File: config.mk
export PLATFORM = sky130hd
export DESIGN_NAME = dmem_stream_reader
export DESIGN_NICKNAME = d
export VERILOG_FILES = /design/src/rtl/dmem_stream_reader.sv
export SDC_FILE = /design/constraint.sdc
export NUM_CORES = 1
export LEC_CHECK = 0
export CORE_MARGIN = 1
export CORE_UTILIZATION = 45
export DETAILED_ROUTE_END_ITERATION = 8
export GPL_TIMING_DRIVEN = 0
export PLACE_DENSITY = 0.81
export SLEW_MARGIN = 20
export SYNTH_ARGS = -nofsm -noshare
export SYNTH_HDL_FRONTEND = slang
export SYNTH_SLANG_ARGS = --single-unit
File: constraint.sdc
create_clock -name clk -period 2.6 [get_ports clk]
set_clock_uncertainty 0.1 [all_clocks]
set_input_delay 0.52 -clock clk [delete_from_list [all_inputs] [get_ports clk]]
set_output_delay 0.52 -clock clk [all_outputs]
set_load 0.01 [all_outputs]
File: src/rtl/dmem_stream_reader.sv
// rtl/dmem_stream_reader.sv - block reader for data memory port 1, streams words out as bytes
//
// Fetches word_count consecutive words starting at base_addr[11:2] and emits
// each word as four bytes over a valid/ready handshake. One byte per cycle is
// sustained: the next word is loaded on the same edge that accepts the last
// byte of the current one.
//
// Build option: define DMEM_READER_BIG_ENDIAN_EN to emit each word MSB first.
//
// Ports:
//   clk, rst_n        clock, synchronous active-low reset
//   start             one-cycle request, ignored while a block is in progress
//   base_addr         starting byte address (bits [11:2] used)
//   word_count        words to read, 0..1024
//   rd_addr, rd_data  memory read port (combinational read data)
//   m_valid, m_data,
//   m_last, m_ready   byte stream out
//   busy, done        status; done is a one-cycle completion pulse
module dmem_stream_reader (
  input  logic        clk,
  input  logic        rst_n,
  input  logic        start,
  input  logic [31:0] base_addr,
  input  logic [10:0] word_count,
  output logic [31:0] rd_addr,
  input  logic [31:0] rd_data,
  output logic        m_valid,
  output logic [7:0]  m_data,
  output logic        m_last,
  input  logic        m_ready,
  output logic        busy,
  output logic        done
);

  typedef enum logic [1:0] {
    IDLE   = 2'd0,
    FETCH  = 2'd1,
    STREAM = 2'd2,
    DONE   = 2'd3
  } state_t;

  state_t      state;
  logic [9:0]  idx;
  logic [10:0] remaining;
  logic [31:0] word_buf;
  logic [1:0]  byte_sel;
  // Set when DONE was reached from an empty request; such a request never
  // makes the block look busy.
  logic        empty_blk;

  logic        unused_addr_bits;
  assign unused_addr_bits = ^{base_addr[31:12], base_addr[1:0]};

  always_ff @(posedge clk) begin
    if (!rst_n) begin
      state     <= IDLE;
      idx       <= 10'd0;
      remaining <= 11'd0;
      word_buf  <= 32'd0;
      byte_sel  <= 2'd0;
      empty_blk <= 1'b0;
    end else begin
      case (state)
        IDLE: begin
          if (start) begin
            if (word_count != 11'd0) begin
              idx       <= base_addr[11:2];
              remaining <= word_count;
              empty_blk <= 1'b0;
              state     <= FETCH;
            end else begin
              empty_blk <= 1'b1;
              state     <= DONE;
            end
          end
        end
        FETCH: begin
          word_buf  <= rd_data;
          idx       <= idx + 10'd1;
          remaining <= remaining - 11'd1;
          byte_sel  <= 2'd0;
          state     <= STREAM;
        end
        STREAM: begin
          if (m_ready) begin
            if (byte_sel != 2'd3) begin
              byte_sel <= byte_sel + 2'd1;
            end else if (remaining != 11'd0) begin
              // Reload on the final-byte handshake so no bubble appears.
              word_buf  <= rd_data;
              idx       <= idx + 10'd1;
              remaining <= remaining - 11'd1;
              byte_sel  <= 2'd0;
            end else begin
              state <= DONE;
            end
          end
        end
        DONE: begin
          empty_blk <= 1'b0;
          state     <= IDLE;
        end
        default: state <= IDLE;
      endcase
    end
  end

  // idx always points at the next word to fetch, so rd_addr depends only on
  // registers and never on rd_data.
  assign rd_addr = {20'd0, idx, 2'b00};

  assign m_valid = (state == STREAM);
  assign m_last  = (state == STREAM) && (byte_sel == 2'd3) && (remaining == 11'd0);
  assign busy    = (state == FETCH) || (state == STREAM) || ((state == DONE) && !empty_blk);
  assign done    = (state == DONE);

  logic [7:0] sel_byte;
  always_comb begin
    sel_byte = 8'd0;
`ifdef DMEM_READER_BIG_ENDIAN_EN
    case (byte_sel)
      2'd0: sel_byte = word_buf[31:24];
      2'd1: sel_byte = word_buf[23:16];
      2'd2: sel_byte = word_buf[15:8];
      2'd3: sel_byte = word_buf[7:0];
      default: sel_byte = 8'd0;
    endcase
`else
    case (byte_sel)
      2'd0: sel_byte = word_buf[7:0];
      2'd1: sel_byte = word_buf[15:8];
      2'd2: sel_byte = word_buf[23:16];
      2'd3: sel_byte = word_buf[31:24];
      default: sel_byte = 8'd0;
    endcase
`endif
  end

  // Payload reads as zero whenever no byte is offered.
  assign m_data = m_valid ? sel_byte : 8'd0;

endmodule

Word-level counts from Yosys, hierarchy flattened:

Index checks and enable logic that the tools add are counted.

* logic and storage cells: 73
* register bits after elaboration: 58

* equal/unequal tests: 14
* add/subtract/negate cells: 3
* mux-type cells: 31
* reduce and logical (&&, ||, !) cells: 19

Operators by type and width (count)
* 32-bit 2-to-1 mux: 3
* 32-bit one-hot mux with 2 select lines: 1
* 11-bit 2-to-1 mux: 5
* 10-bit 2-to-1 mux: 5
* 11-bit one-hot mux with 3 select lines: 1
* 8-bit one-hot mux with 4 select lines: 1
* 10-bit one-hot mux with 3 select lines: 1
* 11-bit nonzero test: 2
* 2-bit 2-to-1 mux: 8
* 11-bit zero test: 1
* 11-bit by 1-bit subtractor with 11-bit output (second input constant): 1
* 10-bit by 1-bit adder with 10-bit output (second input constant): 1
* 2-bit != test (second input constant): 5
* 2-bit equality test (second input constant): 4
* 8-bit 2-to-1 mux: 1
* 2-bit one-hot mux with 4 select lines: 1
* 4-bit AND reduction: 2
* 6-bit AND reduction: 1
* 2-bit by 1-bit equality test with 1-bit output (second input constant): 2
* 2-bit zero test: 2
* 2-bit by 1-bit != test with 1-bit output (second input constant): 2
* 2-bit one-hot mux with 2 select lines: 1
* 2-bit nonzero test: 2
* 1-bit logical AND: 3
* 9 further kinds: 11

Depth between registers and ports, before layout:

* depth after elaboration: 5
* mapped depth: 9

Least setup slack after synthesis:

No wires, ideal clock.

* kind: register -> output
* start: register state[0]
* end: output port busy
* required time: 1.980 ns
* arrival time: 1.469 ns
* stages on the path, launching flop included: 7
* path slack: 0.511 ns
* buffers on the path: 2
* cell sequence: dfxtp_1 -> inv_1 -> ha_1 -> clkbuf_1 -> inv_1 -> clkbuf_1 -> o21ai_0

* cells in the longest elaborated chain, start to end: 3
* elaborated cells between the ends (all ways): 6

Ends and longest elaborated chain
* from (decl): line 42 `state_t state;`
* from (signal assigned): line 56 `state <= IDLE;`
* from (signal assigned): line 70 `state <= FETCH;`
* from (signal assigned): line 73 `state <= DONE;`
* 2-bit by 1-bit equality test with 1-bit output or 2-bit equality test (tied branches): line 114 `assign busy = (state == FETCH) || (state == STREAM) || ((state == DONE) && !empty_blk);`
* 1-bit logical OR or 1-bit logical AND (tied branches): line 114
* 1-bit logical OR (*): line 114
* to (decl): line 31 `output logic busy,`

Mark *: on every way between the ends. The rest lies on a longest branch, timed or not.

Final worst setup path:

* start: register byte_sel[1]
* end: output port m_data[3]

* cells in the longest elaborated chain, start to end: 3
* elaborated cells between the ends (all ways): 6

Ends and longest elaborated chain
* from (decl): line 46 `logic [1:0] byte_sel;`
* from (signal assigned): line 87 `byte_sel <= byte_sel + 2'd1;`
* 2-bit equality test, or another cell as far along: line 129 `case (byte_sel)`
* 8-bit one-hot mux with 4 select lines (*): line 129
* 8-bit 2-to-1 mux (*): line 140 `assign m_data = m_valid ? sel_byte : 8'd0;`
* to (decl): line 28 `output logic [7:0] m_data,`

Marks and branches as above.

==> impl_results.md <==
- Hold Path Depth: 2
- Worst vdd ir: ~0.6 mV
- Most used DFF post-synth: dfxtp_1
- Setup Viol. Count Final: 0
- Crit-path cells: inv_2 > ha_4 > buf_4 > a222oi_1 > o21ai_1 > and2_1 > clkbuf_2
- Total congestion overflow: 0
- Clk buf depth: 2
- Worst path slowest cell: a222oi_1
- Max Fclk: between 300 and 400 MHz
- Mapped Avg Cell Area: 7.702 sq um
- Setup_tns: 0 ns
- Seq. cell area: 1170 sq um
- CTS Root Cell: clkbuf_8
- CP delay by family, top: compound AO/OA/AOI/OAI gates
- Die H: 87.09 um
- Tcrit/Tclk final: 97.78%
- Sw Pwr: 2377 uW
- Post-Syn Area: 3258 sq um
- Yosys top cell area share: between 30 and 40%
- Share of cells above drive strength 1: between 10% and 20%
- Min Tclk post-route: 2.542 ns
- WP buf/inv: 3
- CP startpoint kind: flop
- Slew @ Worst Pin: 0.6082 ns
- Total Wirelength: 9.804 mm
- Leading area contributor after synthesis: dfxtp_1
- Most frequent cells in the layout: 93 x nand2_1, 68 x clkdlybuf4s50_1, 55 x dfxtp_1
- Crit path kind: flop to primary output
- Core area: 6907 sq um
- Sequential cell area fraction in the yosys report: 35.64%
- Cells after Synth: 423
- Initial antenna violation count: 0
- Hold-fix buffers, CTS: 0
- Library cells used by synthesis: 50
- Slew HR: 59.45%
- Comb pwr share: between 50% and 60%
- Crit. End Element: primary output
- Vias: 3,499
- Routability cong.: 0.8887
- Fill cells: 596
- Area grow syn2layout: 40.98%
- Wirelength per Cell: 15.44 um
- TritonCTS clock tree: yes
- Clk Latency, worst-skew pair: 0.35 ns
- Leak: 0.001788 uW
- Min-delay worst type: flop to flop
- Die Area: 7585 sq um
- Number of max-cap violations: 0
- Worst r2r src: state[0]
- Hold endpoint: word_buf[28]
- Sequential power share: about 28%
- DRC viols: 0
- Clk sinks: 58
- CP max stage delay: between 0.4 and 0.5 ns
- Top post-synthesis cells by area: dfxtp_1 36%, nand2_1 11%, a21oi_1 8.3%
- Status: finished, final reports clean
- CTS Buf Count: 9
- Yosys warns: 0
- R2R Setup Slk: around 0.26 ns
- RR Endpoint: remaining[0]
- P per Cell Area: approximately 1200 nW/um^2
- Slew Limit Fails: 0
- DR vias/cell: 5.510
- Largest net degree at the start of global routing: 15
- Reg2reg path depth: 6
- Post-synth EDFFs: 0
- Max Fanout on Critical Path: 7
- Post-synth ARST share: 0%
- Clock share of power: 17.7%
- #FFs+latches synth: 58
- Die X: 87.09 um
- Hold path start: word_buf[28]
- I/O Pins: 123
- IO buf count: 78
- Pwr Total: 5484 uW
- CP Data Required Time: 1.98 ns
- Footprint of the multi-input gates: ~1900 sq um
- Final hold violations: 0
- Clock slew at reported path FFs: roughly 0.07 ns
- Antenna Cells: 0
- Std-Cell Rows: 30
- Most common cell after layout, fill and taps aside: nand2_1
- Final #Nets: 623
- GRT Total Usage: 26.93%
- Vias in the first global route: 3,316
- Sw frac: 43.35%
- Antenna viol nets, final: 0
- Final Hold Slack: 0.3598 ns
- Initial core utilization: 47.17%
- Crit path DAT: 1.92 ns
- Internal power: 3107 uW
- H-tree depth: 3
- First-pass iteration count of the detailed router: 7
- First-pass GRT wire length: 15.67 mm
- Dpl hpwl: 6.820 mm
- RSZ-0062 raised after global routing: no
- Starting DRC count in detailed routing: 296
## worst reg2reg max path: cells and delay by family, from the launching register on
kind | cells | cell delay [ns]
buf+inv | 3 | 1.06
flops | 1 | 0.38
compound gates | 2 | 0.36
fa+ha+maj | 1 | 0.35
## through the flow
stage               cell area [sq um]  setup slack (ns)  utilization (%)  instances
floorplan                        3337            0.5109                -        444
global placement                 4238           -0.2773            61.36        618
detailed placement               4238           -0.2794            61.36        618
CTS                              4588          0.009598            66.43        633
global route                     4593           0.01508            66.50        635
finish                           4593           0.05761            66.50        635
## registers in the layout (all words and copies together), names as in the netlist
signal / count
word_buf: 32
empty_blk: 1
remaining: 11
state: 2
idx: 10
byte_sel: 2
## kinds of logic after synthesis
family | count (synthesis) | share of synthesized area (%)
other cells | 1 | 0.1151
buf+inv | 64 | 11.10
mux | 3 | 0.9217
flops | 58 | 35.64
compound gates | 122 | 23.73
xor+xnor | 4 | 1.075
simple gates | 161 | 23.58
fa+ha+maj | 10 | 3.840
## synthesized netlist by cell type (8+ instances only)
library cell and count:
nand2_1 93, dfxtp_1 58, a21oi_1 54, buf_4 25, clkbuf_1 19, o21ai_0 18
inv_1 11, nor2_1 11, ha_1 10, nor3_1 9, a222oi_1 8, and2_1 8
and3_1 8
## power by group through the flow
stage / registers [uW] / clock network, uW / logic [uW]
floorplan: 1490 / 0 / 1910
global placement: 1510 / 0 / 2640
detailed placement: 1530 / 0 / 2710
CTS: 1540 / 980 / 2900
global route: 1580 / 1010 / 3250
finish: 1550 / 972 / 2960
## layer usage
metal / up-vias / wire length [um] / GRT usage, %
met4: 0 / 285 / 13.71
li1: 1679 / - / -
met1: 1596 / 3919 / 31.61
met2: 195 / 4742 / 45.96
met5: - / 0 / 0
met3: 29 / 856 / 6.256
## worst max-delay path by stage
stage                startpoint   endpoint  depth (start not counted)
floorplan              state[0]       busy                          6
global placement       state[0]       busy                          7
detailed placement     state[0]       busy                          7
CTS                 byte_sel[1]  m_data[2]                          6
global route        byte_sel[1]  m_data[3]                          7
finish              byte_sel[1]  m_data[3]                          7
## what timing repair did
item / in CTS / in global routing
gates resized for setup: 43 / 20
setup buffers: 4 / 2
pin swaps: 11 / 11
endpoints found under the setup margin: 10 / 8
## final cells by class
| type | count | share of cell area (%) |
|---|---|---|
| clock buffer | 12 | 3.378 |
| tap | 96 | 2.615 |
| inverter | 12 | 1.062 |
| multi-input combinational | 322 | 41.79 |
| buffer | 47 | 6.756 |
| timing repair buffer | 84 | 17.32 |
| sequential | 58 | 25.47 |
| clock inverter | 4 | 1.607 |
Power figures use the tool's default switching activity.
